## config.mk

```make
export PLATFORM = sky130hd
export DESIGN_NAME = proc_control_unit
export DESIGN_NICKNAME = d
export VERILOG_FILES = /design/src/rtl/proc_pkg.sv /design/src/rtl/proc_control_unit_reg_file.sv /design/src/rtl/proc_control_unit.sv
export SDC_FILE = /design/constraint.sdc
export NUM_CORES = 1
export LEC_CHECK = 0
export BUFFER_PORTS_ARGS = -buffer_cell sky130_fd_sc_hd__buf_2
export CORE_AREA = 2 2 82 84
export DETAILED_ROUTE_END_ITERATION = 7
export DIE_AREA = 0 0 84 86
export SLEW_MARGIN = 10
export SYNTH_ARGS = -nofsm -noshare
export SYNTH_HDL_FRONTEND = slang
export SYNTH_SLANG_ARGS = --single-unit
```

## constraint.sdc

```tcl
create_clock -name clk -period 3.8 [get_ports clk]
set_input_delay 0.38 -clock clk [delete_from_list [all_inputs] [get_ports clk]]
set_output_delay 0.38 -clock clk [all_outputs]
set_load 0.01 [all_outputs]
```

## src/rtl/proc_pkg.sv

```systemverilog
// Shared types and constants for the processing-unit control sequencer.
package proc_pkg;

  // Sequencer states
  typedef enum logic [1:0] {
    IDLE = 2'd0,
    READ = 2'd1,
    EXEC = 2'd2,
    WB   = 2'd3
  } state_e;

  // Instruction word layout: {ldi, fs[3:0], rd[1:0], ra[1:0], rb[1:0]}
  localparam int INSTR_W = 11;
  localparam int LDI_POS = 10;
  localparam int FS_HI   = 9;
  localparam int FS_LO   = 6;
  localparam int RD_HI   = 5;
  localparam int RD_LO   = 4;
  localparam int RA_HI   = 3;
  localparam int RA_LO   = 2;
  localparam int RB_HI   = 1;
  localparam int RB_LO   = 0;

  // Bit positions inside the {V,N,Z,C} flag vector
  localparam int FLAG_V = 3;
  localparam int FLAG_N = 2;
  localparam int FLAG_Z = 1;
  localparam int FLAG_C = 0;

  // Function-select codes understood by the functional unit
  localparam logic [3:0] FS_INC = 4'b0001;
  localparam logic [3:0] FS_ADD = 4'b0010;
  localparam logic [3:0] FS_SUB = 4'b0101;
  localparam logic [3:0] FS_AND = 4'b1000;

  // For a load-immediate the two source-register fields carry the 4-bit constant
  function automatic logic [3:0] imm_field(input logic [INSTR_W-1:0] ir);
    return {ir[RA_HI:RA_LO], ir[RB_HI:RB_LO]};
  endfunction

endpackage

```

## src/rtl/proc_control_unit_reg_file.sv

```systemverilog
// Four general-purpose registers: one synchronous write port, three
// combinational read ports (two operand ports plus a debug port).
module reg_file #(
  parameter int N = 4
) (
  input  logic         clk,
  input  logic         rst,
  input  logic         we_i,
  input  logic [1:0]   waddr_i,
  input  logic [N-1:0] wdata_i,
  input  logic [1:0]   ra_addr_i,
  output logic [N-1:0] ra_data_o,
  input  logic [1:0]   rb_addr_i,
  output logic [N-1:0] rb_data_o,
  input  logic [1:0]   dbg_addr_i,
  output logic [N-1:0] dbg_data_o
);

  logic [N-1:0] regs [4];

  genvar gi;
  generate
    for (gi = 0; gi < 4; gi++) begin : g_reg
      logic [N-1:0] q;

      // Each register loads only when the write port addresses it
      always_ff @(posedge clk or posedge rst) begin
        if (rst) begin
          q <= '0;
        end else if (we_i && (waddr_i == 2'(gi))) begin
          q <= wdata_i;
        end
      end

      assign regs[gi] = q;
    end
  endgenerate

  assign ra_data_o  = regs[ra_addr_i];
  assign rb_data_o  = regs[rb_addr_i];
  assign dbg_data_o = regs[dbg_addr_i];

endmodule

```

## src/rtl/proc_control_unit.sv

```systemverilog
// Hardwired sequencer: fetches one instruction over valid/ready, drives the
// external functional unit, then writes the result back and latches flags.
module proc_control_unit
  import proc_pkg::*;
#(
  parameter int N = 4
) (
  input  logic               clk,
  input  logic               rst,
  input  logic               instr_valid_i,
  output logic               instr_ready_o,
  input  logic [INSTR_W-1:0] instr_i,
  output logic [N-1:0]       fu_a_o,
  output logic [N-1:0]       fu_b_o,
  output logic [3:0]         fu_fs_o,
  input  logic [N-1:0]       fu_f_i,
  input  logic [3:0]         fu_flags_i,
  output logic [3:0]         flags_o,
  output logic               done_o,
  input  logic [1:0]         dbg_addr_i,
  output logic [N-1:0]       dbg_data_o
);

  state_e             state_q;
  logic [INSTR_W-1:0] ir_q;
  logic [N-1:0]       res_q;
  logic [3:0]         flags_tmp_q;
  logic [3:0]         flags_q;
  logic [N-1:0]       fu_a_q;
  logic [N-1:0]       fu_b_q;
  logic [3:0]         fu_fs_q;
  logic               done_q;

  // Decoded fields of the held instruction
  logic       ir_ldi;
  logic [3:0] ir_fs;
  logic [1:0] ir_rd;
  logic [1:0] ir_ra;
  logic [1:0] ir_rb;

  assign ir_ldi = ir_q[LDI_POS];
  assign ir_fs  = ir_q[FS_HI:FS_LO];
  assign ir_rd  = ir_q[RD_HI:RD_LO];
  assign ir_ra  = ir_q[RA_HI:RA_LO];
  assign ir_rb  = ir_q[RB_HI:RB_LO];

  logic [N-1:0] ra_data;
  logic [N-1:0] rb_data;
  logic [N-1:0] imm_ext;
  logic [N-1:0] wr_data;
  logic         wr_en;

  // Size cast zero-extends for wide registers and keeps the LSBs for narrow ones
  assign imm_ext = N'(imm_field(ir_q));
  assign wr_en   = (state_q == WB);
  assign wr_data = ir_ldi ? imm_ext : res_q;

  reg_file #(.N(N)) u_reg_file (
    .clk        (clk),
    .rst        (rst),
    .we_i       (wr_en),
    .waddr_i    (ir_rd),
    .wdata_i    (wr_data),
    .ra_addr_i  (ir_ra),
    .ra_data_o  (ra_data),
    .rb_addr_i  (ir_rb),
    .rb_data_o  (rb_data),
    .dbg_addr_i (dbg_addr_i),
    .dbg_data_o (dbg_data_o)
  );

  // Sequencer with registered outputs; operands are captured in READ so rd may alias ra/rb
  always_ff @(posedge clk or posedge rst) begin
    if (rst) begin
      state_q     <= IDLE;
      ir_q        <= '0;
      res_q       <= '0;
      flags_tmp_q <= '0;
      flags_q     <= '0;
      fu_a_q      <= '0;
      fu_b_q      <= '0;
      fu_fs_q     <= '0;
      done_q      <= 1'b0;
    end else begin
      done_q <= 1'b0;
      case (state_q)
        IDLE: begin
          if (instr_valid_i) begin
            ir_q    <= instr_i;
            state_q <= instr_i[LDI_POS] ? WB : READ;
          end
        end
        READ: begin
          fu_a_q  <= ra_data;
          fu_b_q  <= rb_data;
          fu_fs_q <= ir_fs;
          state_q <= EXEC;
        end
        EXEC: begin
          res_q       <= fu_f_i;
          flags_tmp_q <= fu_flags_i;
          state_q     <= WB;
        end
        WB: begin
          // The register write happens on this same edge, so done and the new value appear together
          done_q <= 1'b1;
          if (!ir_ldi) begin
            flags_q <= flags_tmp_q;
          end
          state_q <= IDLE;
        end
        default: state_q <= IDLE;
      endcase
    end
  end

  assign instr_ready_o = (state_q == IDLE) && !rst;
  assign fu_a_o        = fu_a_q;
  assign fu_b_o        = fu_b_q;
  assign fu_fs_o       = fu_fs_q;
  assign flags_o       = flags_q;
  assign done_o        = done_q;

endmodule

```

==> flow_summary_export.csv <==
group,metric,value,unit
synthesis,synth_top_cell_by_area,"dfrtp_1",
power_and_ir_drop,power_density,878.9,mW/mm²
sta,setup_tns,0,ns
synthesis,ys_seq_area_share,54.60,%
final_layout,ff_latch_area,0.001351,mm²
cts,clock_latency,0.31,ns
power_and_ir_drop,sw_frac_of_total,35.04,%
sta,period_minus_slack,1.734,ns
synthesis,synth_fp_nets,196,
floorplan,start_util,39.43,%
setup_path,cp-start-kind,"register",
sta,hold_violations,0,
sta,rsz0062_at_grt,"false",
cts,clock-sinks,54,
power_and_ir_drop,cellLeakagePower,1.326,nW
sta,fmax,576.6,MHz
synthesis,synth_top_cell_area_share,54.60,%
final_layout,final_core_utilization,45.92,%
flow_run,drv_cap,0,
drt,vias_per_cell,5.055,
global_routing,grt_usage,14.57,%
synthesis,yosysUniqueCellTypes,17,
global_routing,grt_start_max_net_pins,31,
power_and_ir_drop,total_power,2.534,mW
synthesis,netlist_area,0.002475,mm²
setup_path,critical_path_required,3.42,ns
cts,tritoncts,"built",
synthesis,syn_inst,167,
floorplan,die_width,84,µm
synthesis,ys_ff_latch,54,
placement,portBuffers,45,
cts,post_cts_resized,0,
synthesis,synthTopCellsByArea,"dfrtp_1 55%, mux2_2 21%, mux2i_1 7.7%",
placement,gp_congestion,0.6738,
cts,clk_pin_slew_worst_paths,0.10,ns
min_path,hp-class,"in2async",
final_layout,fin_area,0.002883,mm²
placement,post-dp-hpwl,3580,µm
final_layout,final_nets,243,
cts,numCtsBuffers,5,
synthesis,avgSynthCellArea,14.82,µm²
setup_path,crit_path_max_fanout,4,
synthesis,yosys_warnings,0,
power_and_ir_drop,p_switching,0.8879,mW
floorplan,core-area,0.006277,mm²
drt,route.detailed.drc,0,
drt,drtIter0Drc,97,
floorplan,ioPinCount,46,
power_and_ir_drop,internal-power,1.646,mW
sta,post-route-period-util,45.64,%
sta,skew,0.007184,ns
global_routing,grt_pass1_vias,1597,
sta,tightest_slew,0.5638,ns
sta,relSlewSlack,62.41,%
final_layout,final_cell_mix,"54 x dfrtp_1, 47 x mux2_2, 45 x buf_2",
sta,drv_slew,0,
floorplan,num_rows,29,
global_routing,grt_pass1_wl,8211,µm
setup_path,cp-end-kind,"primary output",
power_and_ir_drop,p_comb_share,39.9,%
final_layout,fill_cells,573,
placement,dpl_cell_area,0.002769,mm²
sta,setup_viol,0,
setup_path,crit_arrival,1.35,ns
global_routing,globalRouteOverflowTotal,0,
drt,wl_per_cell,16.98,µm
drt,drt-total-wl,4959,µm
cts,cts-root-buf,"clkbuf_8",
global_routing,antenna_found_initial,0,
power_and_ir_drop,clockPowerShare,15.4,%
cts,ctsHtreeMaxLevel,2,
final_layout,area_growth,16.48,%
sta,holdWs,0.1164,ns
cts,hold_buffers,0,
drt,final_antenna_net_count,0,
cts,cts_buffer_depth,2,
final_layout,multi_input_area,0.001077,mm²
final_layout,post_route_cells_drive_above_1_share,50.23,%
cts,cts_setup_buffers,0,
drt,firstDrtPassIters,4,
floorplan,dieArea,0.007224,mm²
drt,route.vias.total,1476,
floorplan,die_height,86,µm
final_layout,antenna_cells,0,
setup_path,crit_type,"reg2out",
power_and_ir_drop,seqPwrFrac,44.8,%
run_status,status,"completed",
power_and_ir_drop,peakVddDrop,349.6,µV
final_layout,final_common_cell,"dfrtp_1",
==> worst max-delay path, stage by stage, from the launching register on <==
cell and delay (ns):
dfrtp_1 0.42, mux4_2 0.47, buf_2 0.15
==> Yosys cell counts <==
master,instances
inv_1,3
and3b_1,2
buf_2,4
nand2_1,3
nor2b_2,1
nor3b_2,1
ha_1,5
mux2_2,47
nor2_1,1
nand2b_1,10
dfrtp_1,54
and3_1,1
buf_4,2
mux4_2,4
nor2b_1,2
mux2i_1,19
o221ai_1,8
==> cell type report <==
type                    instances  share of cell area [%]
flip-flops and latches         54                   46.88
inverters                       3                  0.3906
clock buffers                   5                   2.387
clock inverters                 3                   1.563
well taps                      77                   3.342
multi-input cells             104                   37.37
repair buffers                 46                   8.073
==> metal layers <==
layer | global-route usage, % | vias up | wire length, µm
li1 | - | 696 | -
met1 | 21.05 | 728 | 2457
met2 | 21.82 | 44 | 2209
met3 | 3.369 | 8 | 220
met4 | 4.839 | 0 | 72
met5 | 0 | - | 0
==> stage by stage <==
step,setup WS [ns],cells
floorplan,2.105,167
global placement,2.178,284
detailed placement,2.174,284
CTS,2.049,292
global route,1.962,292
finish,2.066,292
==> path summary, 6_finish.rpt <==
path                                                 startpoint                                    to  slack, ns  depth (start not counted)
setup / recovery           u_reg_file.g_reg[3].q[2]$_DFFE_PP0P_                         dbg_data_o[2]       2.07                          2
hold / removal                                              rst            flags_tmp_q[1]$_DFFE_PP0N_       0.12                          2
setup reg to reg                         state_q[1]$_DFFE_PP0P_                 fu_b_o[0]$_DFFE_PP0N_       2.17                          4
hold reg to reg                           fu_b_o[1]$_DFFE_PP0N_                 fu_b_o[1]$_DFFE_PP0N_       0.51                          2
max in group asynchronous                                   rst  u_reg_file.g_reg[0].q[3]$_DFFE_PP0P_       2.89                          3
min in group clk                                  fu_flags_i[3]            flags_tmp_q[3]$_DFFE_PP0N_       0.29                          2
==> state kept, by name, indices dropped and copies added (netlist names) <==
| name | flops |
|---|---|
| fu_fs_o | 4 |
| ir_q | 11 |
| u_reg_file.g.q | 16 |
| done_o | 1 |
| fu_a_o | 4 |
| fu_b_o | 4 |
| flags_tmp_q | 4 |
| flags_o | 4 |
| res_q | 4 |
| state_q | 2 |
==> power groups by stage <==
stage	clock, mW	sequential [mW]	combinational, mW
6_report	0.390	1.13	1.01
5_1_grt	0.418	1.18	1.12
4_1_cts	0.401	1.14	1.02
3_5_place_dp	0	1.15	1.01
3_3_place_gp	0	1.15	1.00
2_1_floorplan	0	1.07	0.783
==> cell families (layout without fill, tap and decap cells) <==
| family | Yosys count | in the layout | synth area share, % |
|---|---|---|---|
| compound gates | 8 | 8 | 2.831 |
| buf+inv | 9 | 57 | 1.870 |
| fa+ha+maj | 5 | 5 | 2.528 |
| simple gates | 21 | 21 | 5.460 |
| flops | 54 | 54 | 54.60 |
| mux | 70 | 70 | 32.71 |
No activity file was read; power rests on OpenSTA's default activity.
